==> src/rtl/exec_arbiter.sv <==
// exec_arbiter: shares the single Execute-stage ALU between the main pipeline
// (port 0) and the address/branch helper (port 1). Round-robin arbitration,
// operand registration onto the Execute inputs, fixed LATENCY wait (1..15),
// then a valid/ready response to the granted requester.
// Optional build macro EXEC_ARB_STATS_EN adds saturating 16-bit grant counters
// gnt_cnt0/gnt_cnt1.
//
// state | meaning
// ------+------------------------------------------------------------
// IDLE  | waiting for a request; ready goes to the selected requester
// EXEC  | operands held on exe_*, counting down the ALU latency
// RESP  | result held on rsp_data, waiting for the granted rsp ready
module exec_arbiter #(
  parameter int LATENCY = 1,
  parameter int W       = 32
) (
  input  logic         clk,
  input  logic         reset,
  input  logic         req0_valid,
  output logic         req0_ready,
  input  logic [W-1:0] req0_a,
  input  logic [W-1:0] req0_b,
  input  logic [W-1:0] req0_imm,
  input  logic [4:0]   req0_shamt,
  input  logic [1:0]   req0_bsel,
  input  logic [3:0]   req0_fun,
  input  logic         req1_valid,
  output logic         req1_ready,
  input  logic [W-1:0] req1_a,
  input  logic [W-1:0] req1_b,
  input  logic [W-1:0] req1_imm,
  input  logic [4:0]   req1_shamt,
  input  logic [1:0]   req1_bsel,
  input  logic [3:0]   req1_fun,
  output logic         rsp0_valid,
  input  logic         rsp0_ready,
  output logic         rsp1_valid,
  input  logic         rsp1_ready,
  output logic [W-1:0] rsp_data,
  output logic [W-1:0] exe_data_A,
  output logic [W-1:0] exe_data_B,
  output logic [W-1:0] exe_SignExtImm,
  output logic [4:0]   exe_shamt,
  output logic [1:0]   exe_mux_2_flag,
  output logic [3:0]   exe_Alu_function,
  input  logic [W-1:0] exe_ALU,
  output logic         busy
`ifdef EXEC_ARB_STATS_EN
  ,
  output logic [15:0]  gnt_cnt0,
  output logic [15:0]  gnt_cnt1
`endif
);

  typedef enum logic [1:0] {IDLE, EXEC, RESP} state_t;

  localparam logic [3:0] LAT = 4'(LATENCY);

  state_t       state, state_nxt;
  logic         last_grant;
  logic         gnt;
  logic [3:0]   cnt;
  logic         sel;
  logic         any_req;
  logic         accept;
  logic         rsp_ack;
  logic [W-1:0] sel_a, sel_b, sel_imm;
  logic [4:0]   sel_shamt;
  logic [1:0]   sel_bsel;
  logic [3:0]   sel_fun;

  // Round-robin pick: a lone requester wins; on a tie the one not served last wins.
  always_comb begin
    sel = 1'b0;
    if (req0_valid && req1_valid) sel = ~last_grant;
    else if (req1_valid)          sel = 1'b1;
  end

  assign any_req    = req0_valid | req1_valid;
  assign accept     = (state == IDLE) && any_req;
  assign req0_ready = accept && !sel;
  assign req1_ready = accept && sel;
  assign rsp_ack    = (state == RESP) && (gnt ? rsp1_ready : rsp0_ready);
  assign rsp0_valid = (state == RESP) && !gnt;
  assign rsp1_valid = (state == RESP) && gnt;
  assign busy       = (state != IDLE);

  // Operand mux for the selected requester.
  always_comb begin
    sel_a     = sel ? req1_a     : req0_a;
    sel_b     = sel ? req1_b     : req0_b;
    sel_imm   = sel ? req1_imm   : req0_imm;
    sel_shamt = sel ? req1_shamt : req0_shamt;
    sel_bsel  = sel ? req1_bsel  : req0_bsel;
    sel_fun   = sel ? req1_fun   : req0_fun;
  end

  // State register.
  always_ff @(posedge clk or posedge reset) begin
    if (reset) state <= IDLE;
    else       state <= state_nxt;
  end

  // Next-state logic.
  always_comb begin
    state_nxt = state;
    case (state)
      IDLE:    if (any_req)     state_nxt = EXEC;
      EXEC:    if (cnt == 4'd1) state_nxt = RESP;
      RESP:    if (rsp_ack)     state_nxt = IDLE;
      default:                  state_nxt = IDLE;
    endcase
  end

  // Datapath: capture operands on accept, count latency, capture result, update fairness.
  always_ff @(posedge clk or posedge reset) begin
    if (reset) begin
      exe_data_A       <= '0;
      exe_data_B       <= '0;
      exe_SignExtImm   <= '0;
      exe_shamt        <= '0;
      exe_mux_2_flag   <= '0;
      exe_Alu_function <= '0;
      rsp_data         <= '0;
      gnt              <= 1'b0;
      cnt              <= '0;
      last_grant       <= 1'b1;
    end else begin
      if (accept) begin
        exe_data_A       <= sel_a;
        exe_data_B       <= sel_b;
        exe_SignExtImm   <= sel_imm;
        exe_shamt        <= sel_shamt;
        // Both 2 and 3 mean "shamt"; Execute only decodes 0..2.
        exe_mux_2_flag   <= (sel_bsel == 2'd3) ? 2'd2 : sel_bsel;
        exe_Alu_function <= sel_fun;
        gnt              <= sel;
        cnt              <= LAT;
      end else if (state == EXEC) begin
        cnt <= cnt - 4'd1;
        if (cnt == 4'd1) rsp_data <= exe_ALU;
      end
      if (rsp_ack) last_grant <= gnt;
    end
  end

`ifdef EXEC_ARB_STATS_EN
  // Saturating per-requester accept counters.
  always_ff @(posedge clk or posedge reset) begin
    if (reset) begin
      gnt_cnt0 <= '0;
      gnt_cnt1 <= '0;
    end else begin
      if (req0_ready && (gnt_cnt0 != 16'hFFFF)) gnt_cnt0 <= gnt_cnt0 + 16'd1;
      if (req1_ready && (gnt_cnt1 != 16'hFFFF)) gnt_cnt1 <= gnt_cnt1 + 16'd1;
    end
  end
`endif

endmodule

==> config.mk <==
export PLATFORM = sky130hd
export DESIGN_NAME = exec_arbiter
export DESIGN_NICKNAME = d
export VERILOG_FILES = /design/src/rtl/exec_arbiter.sv
export SDC_FILE = /design/constraint.sdc
export NUM_CORES = 1
export LEC_CHECK = 0
export BUFFER_PORTS_ARGS = -buffer_cell sky130_fd_sc_hd__buf_4
export CORE_AREA = 2 2 163 165
export CTS_BUF_LIST = sky130_fd_sc_hd__clkbuf_8
export CTS_CLUSTER_DIAMETER = 150
export DETAILED_ROUTE_END_ITERATION = 16
export DIE_AREA = 0 0 165 167
export HOLD_SLACK_MARGIN = 0.02
export SETUP_SLACK_MARGIN = 0.2
export SLEW_MARGIN = 20
export SYNTH_ARGS = -nofsm -noshare
export SYNTH_HDL_FRONTEND = slang
export SYNTH_SLANG_ARGS = --single-unit
==> constraint.sdc <==
create_clock -name clk -period 6.1 [get_ports clk]
set_input_delay 1.22 -clock clk [delete_from_list [all_inputs] [get_ports clk]]
set_output_delay 1.22 -clock clk [all_outputs]
set_load 0.03 [all_outputs]
=== After elaboration in Yosys (flattened, before gate mapping) ===
Cells that the tools add are included.

* Bits of input ports: 252
* Bits in registers: 147
* Logic and storage cells: 52

* Mux-type cells: 16
* Equality and inequality tests: 7
* Add/sub/neg operators: 1
* Bitwise operators: 3
* Reduce and logical (&&, ||, !) cells: 14

{| class="wikitable"
|+ Operators with widths
! kind !! count
|-
| 32-bit two-way mux || 3
|-
| 4-bit two-way mux || 3
|-
| 2-bit two-way mux || 5
|-
| 1-bit logical AND || 7
|-
| 2-bit != test (second input constant) || 3
|-
| 2-bit one-hot mux with 3 select lines || 1
|-
| 3-bit AND reduction || 2
|-
| 5-bit two-way mux || 1
|-
| 2-bit == test (second input constant) || 2
|-
| 4-bit by 1-bit == test with 1-bit output (second input constant) || 1
|-
| 2-bit nonzero test || 2
|-
| 4-bit by 1-bit subtractor with 4-bit output (second input constant) || 1
|-
| 1-bit two-way mux || 3
|-
| 2-bit by 1-bit == test with 1-bit output (second input constant) || 1
|-
| 1-bit logical NOT || 2
|-
| 2-bit logical NOT || 1
|-
| 1-bit inverter || 2
|-
| 1-bit bitwise OR || 1
|}

=== Longest topological paths before layout ===
Gate-level depths: netlist of run 1.

* Depth after elaboration: 5
* Gate-level depth with buffers: 6

=== Worst setup path before layout of run 1 ===
OpenSTA, ideal clock, no wires.

* Kind: input-to-output
* Start point: in req1_valid
* End point: out req1_ready
* Data required time: 4.880 ns
* Path buffers: 1
* Arrival time: 2.053 ns
* Slack: 2.827 ns
* Cell stages on the path: 3
* Path through: a21boi_4 clkbuf_1 and2_1

* Word-level cells in the longest chain between the ends: 3
* Elaborated cells between the ends (all ways): 6
* Classes of those cells: 2 x mux; 1 x bitwise; 3 x reduce/logical

{| class="wikitable"
|+ Ends and longest elaborated chain
! what !! line !! RTL
|-
| start, declared || 27 || <nowiki>input logic req1_valid,</nowiki>
|-
| 1-bit two-way mux, or another cell as far along || 76 || <nowiki>else if (req1_valid) sel = 1'b1;</nowiki>
|-
| 1-bit two-way mux or 1-bit logical AND (tied branches) || 75, 80 ||
|-
| 1-bit logical AND * || 82 || <nowiki>assign req1_ready = accept && sel;</nowiki>
|-
| end, declared || 28 || <nowiki>output logic req1_ready,</nowiki>
|}

Every way passes the cells marked *; elsewhere a longest branch is shown, timed or not.

=== Worst setup path after layout of run 1 ===
* Start point: reg state[0]
* End point: out busy

* Word-level cells in the longest chain between the ends: 1

{| class="wikitable"
|+ Ends and longest elaborated chain
! what !! line !! RTL
|-
| start, declared || 59 || <nowiki>state_t state, state_nxt;</nowiki>
|-
| start signal, assigned || 101 || <nowiki>else state <= state_nxt;</nowiki>
|-
| 2-bit nonzero test || 86 || <nowiki>assign busy = (state != IDLE);</nowiki>
|-
| end, declared || 47 || <nowiki>output logic busy</nowiki>
|}

Every way passes these cells.

==> results of run 1 <==
routing by layer:
layer,vias to the layer above,GRT usage (%),wire [microns]
met3,16,4.93,2000
met1,2804,18.6,8900
li1,2656,-,-
met5,-,0,0
met4,0,4.65,278
met2,281,26.9,11300
through the flow:
stage | hold WS, ns | area (sq um) | setup slack (ns) | util [%] | power, uW
after global placement | 0.476 | 9520 | 2.53 | 37.0 | 4650
final | 0.496 | 9890 | 2.56 | 38.4 | 5370
after CTS | 0.499 | 9890 | 2.48 | 38.4 | 5460
after detailed placement | 0.478 | 9520 | 2.53 | 37.0 | 4690
after floorplan | 0.443 | 6370 | 0.930 | - | 3570
after global routing | 0.526 | 9890 | 2.34 | 38.4 | 5690
cell usage after synthesis, types with 2 or more instances:
| master | number | area share (%) |
|---|---|---|
| dfrtp_1 | 146 | 57 |
| and3_1 | 106 | 10 |
| a221o_1 | 105 | 16 |
| mux2_2 | 33 | 5.8 |
| clkbuf_1 | 20 | 1.2 |
| buf_2 | 14 | 1.1 |
| buf_6 | 8 | 1.4 |
| nand2_1 | 5 | 0.29 |
| o21ai_0 | 5 | 0.39 |
| inv_1 | 4 | 0.24 |
| nor2_1 | 4 | 0.24 |
| buf_4 | 3 | 0.35 |
| mux2i_1 | 3 | 0.47 |
| nand2b_1 | 3 | 0.29 |
| a21o_1 | 2 | 0.24 |
| and2_1 | 2 | 0.20 |
| clkbuf_2 | 2 | 0.16 |
| ha_1 | 2 | 0.39 |
state kept, by name (all words and copies together), names as in the netlist:
name	flops
exe_data_B	32
exe_mux_2_flag	2
exe_Alu_function	4
cnt	4
exe_data_A	32
state	2
rsp_data	32
gnt	1
exe_SignExtImm	32
exe_shamt	5
last_grant	1
worst paths after layout:
kind,endpoint,slack [ns],depth (start not counted)
worst min register to register,cnt[3],0.50,1
worst min-delay path,cnt[3],0.50,1
min in group asynchronous,rsp_data[2],0.83,2
worst max register to register,exe_SignExtImm[0],2.93,5
worst max-delay path,busy,2.56,4
max in group asynchronous,exe_data_B[17],4.21,3
critical path, stage by stage (launching register included):
cell and delay (ns):
dfrtp_1 0.46, nor2_4 0.14, buf_4 0.79, inv_1 0.24, buf_4 0.25
where the power goes:
group,switching [uW],internal (uW)
combinational,1680,1210
clock,435,307
sequential,290,1450
total,2400,2970
cells by family after synthesis:
logic type,after synthesis,share of synthesized area [%]
AOI/OAI and AO/OA,118,17.9
xor gates and xnor gates,1,0.137
adders and majority gates,2,0.393
buffers and inverters,53,4.99
DFF,147,57.7
muxes,36,6.30
and+or+nand+nor,129,12.5
layout make-up:
| class | instances | area (sq um) | share of cell area, % |
|---|---|---|---|
| Clock buffer | 18 | 248 | 2.50 |
| Clock inverter | 14 | 121 | 1.23 |
| Inverter | 4 | 20.0 | 0.202 |
| Multi-Input combinational cell | 286 | 2380 | 24.1 |
| Sequential cell | 147 | 3680 | 37.2 |
| Tap cell | 335 | 419 | 4.24 |
| Timing Repair Buffer | 402 | 3020 | 30.5 |
==> flow_summary.json, run 1 <==
{
  "status": "finished, final reports clean",
  "area_delta_synth_final_pct": 55.2,
  "drc_errors": 0,
  "worst_ir_drop_vdd_mv": 0.280,
  "n_fill_cell": 2573,
  "layout-drive-gt1-share_pct": 54.5,
  "vias": 5757,
  "layout_common_cells": "buf_4 (402), dfrtp_1 (146), and3_1 (105), a221o_1 (105), mux2_2 (33)",
  "final_cells": 1206,
  "startpoint_type": "register",
  "finalSetupViolCount": 0,
  "gp_congestion": 0.775,
  "cts_buffers": 17,
  "grt_pass1_vias": 5953,
  "grt_first_pass_wirelength_microns": 33300,
  "finClkSkew_ns": 0.0240,
  "clk_latency_ns": 0.45,
  "clockBufferDepth": 2,
  "max_freq_mhz": 282,
  "layout_commonest_cell": "buf_4",
  "initial_core_util_pct": 24.7,
  "syn_inst": 486,
  "post_cts_buffers": 0,
  "postRouteAntennaNets": 0,
  "slew_headroom_pct": 29.3,
  "ctsHoldBuffers": 0,
  "antenna_found_initial": 0,
  "yosys_most_used_dff": "dfrtp_1",
  "ys_warn_count": 0,
  "setup_tns_ns": 0,
  "core_sq_mm": 0.0258,
  "cp_max_fo": 109,
  "p_per_area_mw_per_mm2": 543,
  "tightestPinTransition_ns": 1.06,
  "fp-row-count": 59,
  "clk_pin_slew_ns": 0.08,
  "grt-ovfl-total": 0,
  "dp_hpwl_microns": 15400,
  "slew_violations": 0,
  "netlist_area_sq_mm": 0.00637,
  "leakage_uw": 0.00519,
  "hold_violations": 0,
  "cp-end-kind": "output port",
  "synth_cell_types": 37,
  "worstPathRequired_ns": 4.88,
  "die_h_microns": 167,
  "wire_per_inst_microns": 18.6,
  "h-tree-depth": 4,
  "startpoint": "state[0]",
  "die_w_microns": 165,
  "min_path_type": "reg2reg",
  "boundaryPins": 396,
  "synth-seq-cells": 147,
  "rsz0062_at_grt": "false",
  "grt_start_max_net_pins": 110,
  "cts_tree": "yes",
  "syn_area_per_cell_sq_um": 13.1,
  "portBuffers": 395,
  "track_usage_pct": 15.7,
  "seq_area_frac_synth_pct": 57.7,
  "firstDrtPassIters": 5,
  "drt_iter0_markers": 346,
  "cts-resized-gates": 0,
  "die-area_sq_mm": 0.0276,
  "async_flop_share_pct": 100,
  "reg2reg_from": "state[0]",
  "synth_edf_count": 0,
  "syn_nets": 740,
  "crit_type": "reg2out",
  "hold_path_startpoint": "cnt[3]",
  "period_share_pct": 58.1,
  "fin_nets": 1112,
  "diodes": 0,
  "viasPerCell": 4.77,
  "maxCapViolCount": 0,
  "finalWirelength_microns": 22500,
  "min_period_ns": 3.54,
  "dp.cells": 1174,
  "cts-root-buf": "clkbuf_8",
  "cp.arrival_ns": 2.32,
  "cts_sinks": 147
}
(Power assumes the default switching activity.)
==> inputs of run 2 (changes only) <==
Clock period 6.1 ns to 3.4 ns, I/O delays scaled along.
==> flow_summary.json, run 2 (same netlist as run 1, synthesis figures left out) <==
{
  "fp-row-count": 59,
  "slew_headroom_pct": 46.5,
  "boundaryPins": 396,
  "die_w_microns": 165,
  "grt_start_max_net_pins": 148,
  "min_path_type": "in2reg",
  "diodes": 0,
  "postRouteAntennaNets": 0,
  "h-tree-depth": 4,
  "p_per_area_mw_per_mm2": 983,
  "grt_pass1_vias": 5851,
  "area_delta_synth_final_pct": 56.7,
  "post_cts_buffers": 0,
  "finalSetupViolCount": 0,
  "grt_first_pass_wirelength_microns": 33300,
  "status": "finished, final reports clean",
  "rrSetupSlack_ns": 1.04,
  "setup_tns_ns": 0,
  "cts_tree": "yes",
  "cts-resized-gates": 0,
  "finalWirelength_microns": 22500,
  "drc_errors": 0,
  "portBuffers": 395,
  "ctsHoldBuffers": 0,
  "hold_violations": 0,
  "layout_common_cells": "buf_4 (401), dfrtp_1 (146), and3_1 (105), a221o_1 (105), mux2_2 (33)",
  "worst_ir_drop_vdd_mv": 0.502,
  "slowest_delay_ns": 0.48,
  "layout-drive-gt1-share_pct": 54.6,
  "cp_num_buf_inv": 2,
  "slew_violations": 0,
  "crit_chain": "nor2_4 -> buf_4 -> and3_4 -> buf_4",
  "grt-ovfl-total": 0,
  "tightestPinTransition_ns": 0.803,
  "track_usage_pct": 15.8,
  "clockBufferDepth": 2,
  "drt_iter0_markers": 350,
  "clk_latency_ns": 0.45,
  "crit_top_cell": "buf_4",
  "maxCapViolCount": 0,
  "die-area_sq_mm": 0.0276,
  "dp_hpwl_microns": 15500,
  "crit_type": "reg2out",
  "period_share_pct": 81.8,
  "initial_core_util_pct": 24.7,
  "cts_buffers": 17,
  "min_period_ns": 2.78,
  "hold_path_end": "exe_shamt[4]",
  "cts-root-buf": "clkbuf_8",
  "max_freq_mhz": 359,
  "leakage_uw": 0.00523,
  "hold_slack_ns": 0.450,
  "cp_max_fo": 65,
  "hold_path_startpoint": "req0_shamt[4]",
  "wire_per_inst_microns": 18.7,
  "reg2reg_from": "state[0]",
  "cp.arrival_ns": 2.10,
  "rsz0062_at_grt": "false",
  "cts_sinks": 147,
  "cp-end-kind": "output port",
  "min_path_cells": 2,
  "r2r_cells": 5,
  "fin_nets": 1114,
  "firstDrtPassIters": 4,
  "vias": 5767,
  "worstPathRequired_ns": 2.72,
  "n_fill_cell": 2535,
  "core_sq_mm": 0.0258,
  "viasPerCell": 4.77,
  "path_delay_family": "buffers and inverters",
  "die_h_microns": 167,
  "gp_congestion": 0.753,
  "startpoint_type": "register",
  "finClkSkew_ns": 0.0192,
  "clk_pin_slew_ns": 0.10,
  "r2r_end": "exe_data_A[29]",
  "slowest_stage": "buf_4",
  "antenna_found_initial": 0,
  "layout_commonest_cell": "buf_4"
}
==> run 2: cell count changes in the layout (fill, tap and decap cells not counted), sizes merged <==
cell      change
clkinv        -4
clkinvlp      +2
buf           +2
bufinv        +2
==> run 2: where the power goes <==
group / total, uW / switching (uW) / leakage (uW) / internal (uW)
Sequential: 3120 / 517 / 0.00180 / 2600
Clock: 1480 / 779 / 0.000207 / 699
Combinational: 5220 / 3020 / 0.00323 / 2210
==> run 2: routing by layer <==
layer  wire length [microns]  vias to the layer above  GRT usage, %
met5                       0                        -             0
met1                    9050                     2837          18.9
met2                   11400                      249          27.1
li1                        -                     2663             -
met3                    1790                       18          4.93
met4                     310                        0          4.42
==> run 2: worst max path at each step <==
stage / from / to / slack, ns / cells after the start
2_1_floorplan: reset / cnt[0] / 0.87 / 1
3_3_place_gp: state[0] / req0_ready / 1.04 / 4
3_5_place_dp: state[0] / req0_ready / 1.04 / 4
4_1_cts: state[0] / req0_ready / 0.53 / 4
5_1_grt: state[0] / req0_ready / 0.44 / 4
6_report: state[0] / req0_ready / 0.62 / 4
==> run 2: per-stage QoR <==
step	setup WS [ns]	cell area [sq um]	instances	utilization (%)	total power (uW)
4_1_cts	0.534	9990	1208	38.8	9960
5_1_grt	0.437	9990	1208	38.8	10400
3_3_place_gp	1.04	9570	1176	37.2	8380
3_5_place_dp	1.04	9570	1176	37.2	8440
6_report	0.618	9990	1208	38.8	9820
2_1_floorplan	0.874	6380	486	-	6400
==> run 2: area by class of cell <==
type / count / area [sq um] / share of cell area (%)
Tap cell: 335 / 419 / 4.20
Multi-Input combinational cell: 286 / 2380 / 23.9
Clock inverter: 14 / 166 / 1.67
Sequential cell: 147 / 3680 / 36.8
Timing Repair Buffer: 404 / 3070 / 30.7
Inverter: 4 / 18.8 / 0.188
Clock buffer: 18 / 248 / 2.48
==> inputs of run 3 (changes only) <==
Clock period 3.4 ns to 2.4 ns, I/O delays scaled along.
==> flow_summary.json, run 3 (same netlist as run 1, synthesis figures left out) <==
{
  "status": "finished, final reports clean",
  "n_fill_cell": 2540,
  "p_sw_uw": 6160,
  "layout-drive-gt1-share_pct": 55.2,
  "core_sq_mm": 0.0258,
  "min_period_ns": 2.07,
  "area_delta_synth_final_pct": 58.4,
  "grt-ovfl-total": 0,
  "clockBufferDepth": 2,
  "fin_nets": 1123,
  "pre_cts_ws_ns": 0.585,
  "seqCellArea_sq_mm": 0.00368,
  "r2r_cells": 5,
  "finalSetupViolCount": 0,
  "cts-root-buf": "clkbuf_8",
  "viasPerCell": 4.81,
  "worstPathRequired_ns": 1.92,
  "p_int_uw": 7760,
  "gp_congestion": 0.757,
  "multi_input_area_sq_mm": 0.00239,
  "die_w_microns": 165,
  "dp_hpwl_microns": 16600,
  "drc_errors": 0,
  "drt_iter0_markers": 283,
  "slew_violations": 0,
  "leakage_uw": 0.00528,
  "track_usage_pct": 16.4,
  "wire_per_inst_microns": 19.3,
  "cp.arrival_ns": 1.59,
  "max_freq_mhz": 482,
  "power.total_uw": 13900,
  "rrSetupSlack_ns": 0.52,
  "slew_headroom_pct": 51.3,
  "clk_latency_ns": 0.44,
  "die_h_microns": 167,
  "layout_common_cells": "buf_4 (404), dfrtp_1 (146), and3_1 (105), a221o_1 (105), mux2_2 (33)",
  "p_per_area_mw_per_mm2": 1380,
  "grt_pass1_vias": 6140,
  "vias": 5858,
  "portBuffers": 395,
  "diodes": 0,
  "cp_max_fo": 7,
  "grt_busiest_layer": "met2",
  "worst_ir_drop_vdd_mv": 0.625,
  "reg2reg_from": "state[0]",
  "grt_start_max_net_pins": 78,
  "grt_use_met2_pct": 28.6,
  "min_path_type": "in2async",
  "fp-row-count": 59,
  "p_sw_share_pct": 44.2,
  "finalWirelength_microns": 23400,
  "power_frac_seq_pct": 31.8,
  "crit_end": "req0_ready",
  "postRouteAntennaNets": 0,
  "period_share_pct": 86.4,
  "combPwrFrac_pct": 54.0,
  "boundaryPins": 396,
  "finClkSkew_ns": 0.0194,
  "use_met1_pct": 19.4,
  "startpoint": "state[0]",
  "die-area_sq_mm": 0.0276,
  "r2r_end": "exe_data_B[17]",
  "crit_type": "reg2out",
  "h-tree-depth": 4,
  "tightestPinTransition_ns": 0.731,
  "maxCapViolCount": 0,
  "setup_tns_ns": 0,
  "initial_core_util_pct": 24.7,
  "antenna_found_initial": 0,
  "firstDrtPassIters": 4,
  "cts_tree": "yes",
  "clk_pin_slew_ns": 0.09,
  "cts_buffers": 17,
  "cp-end-kind": "output port",
  "hold_violations": 0,
  "cts_sinks": 147,
  "fin_ws_ns": 0.327,
  "startpoint_type": "register",
  "met3_usage_pct": 5.18,
  "rsz0062_at_grt": "false",
  "grt_first_pass_wirelength_microns": 34600,
  "p_clk_share_pct": 14.2,
  "layout_commonest_cell": "buf_4"
}
## run 3: power by group through the flow
stage	Clock, uW	Sequential [uW]	Combinational [uW]
2_1_floorplan	0	6590	2470
3_3_place_gp	0	4440	7510
3_5_place_dp	0	4450	7560
4_1_cts	2080	4430	7590
5_1_grt	2180	4570	7920
6_report	1980	4430	7510
## run 3: worst max-delay path, cell delays in order (launching register included)
cell	delay, ns
dfrtp_1	0.46
nor2_4	0.27
and3_4	0.27
buf_4	0.16
## run 3: per-layer routing
metal	vias up	wire length [microns]
met1	2898	9460
met3	21	1840
met5	-	0
met4	0	335
li1	2682	-
met2	257	11800
## run 3: worst min-delay path by stage
stage	end	slack, ns	depth (start not counted)
5_1_grt	exe_SignExtImm[7]	0.1	2
3_3_place_gp	cnt[3]	0.47	1
4_1_cts	exe_SignExtImm[7]	0.08	2
2_1_floorplan	cnt[3]	0.44	1
6_report	exe_SignExtImm[7]	0.10	2
3_5_place_dp	cnt[3]	0.47	1
## run 3: area by class of cell
type / count / area share (%)
Clock buffer: 18 / 2.45
Clock inverter: 14 / 1.41
Inverter: 4 / 0.186
Multi-Input combinational cell: 287 / 23.7
Sequential cell: 147 / 36.4
Tap cell: 335 / 4.15
Timing Repair Buffer: 412 / 31.6
## run 3: metrics by stage
step	std cells	hold slack, ns	utilization, %	instance area [sq um]
2_1_floorplan	486	0.443	-	6380
3_5_place_dp	1183	0.468	37.6	9690
5_1_grt	1217	0.0967	39.2	10100
6_report	1217	0.105	39.2	10100
4_1_cts	1217	0.0843	39.2	10100
3_3_place_gp	1183	0.466	37.6	9690
## run 3: timing repair
action	CTS	global route
gates resized for setup	0	1
hold buffers	0	0
pin swaps	1	0
gates cloned	1	0
setup endpoints to repair	1	1
setup buffers	1	0
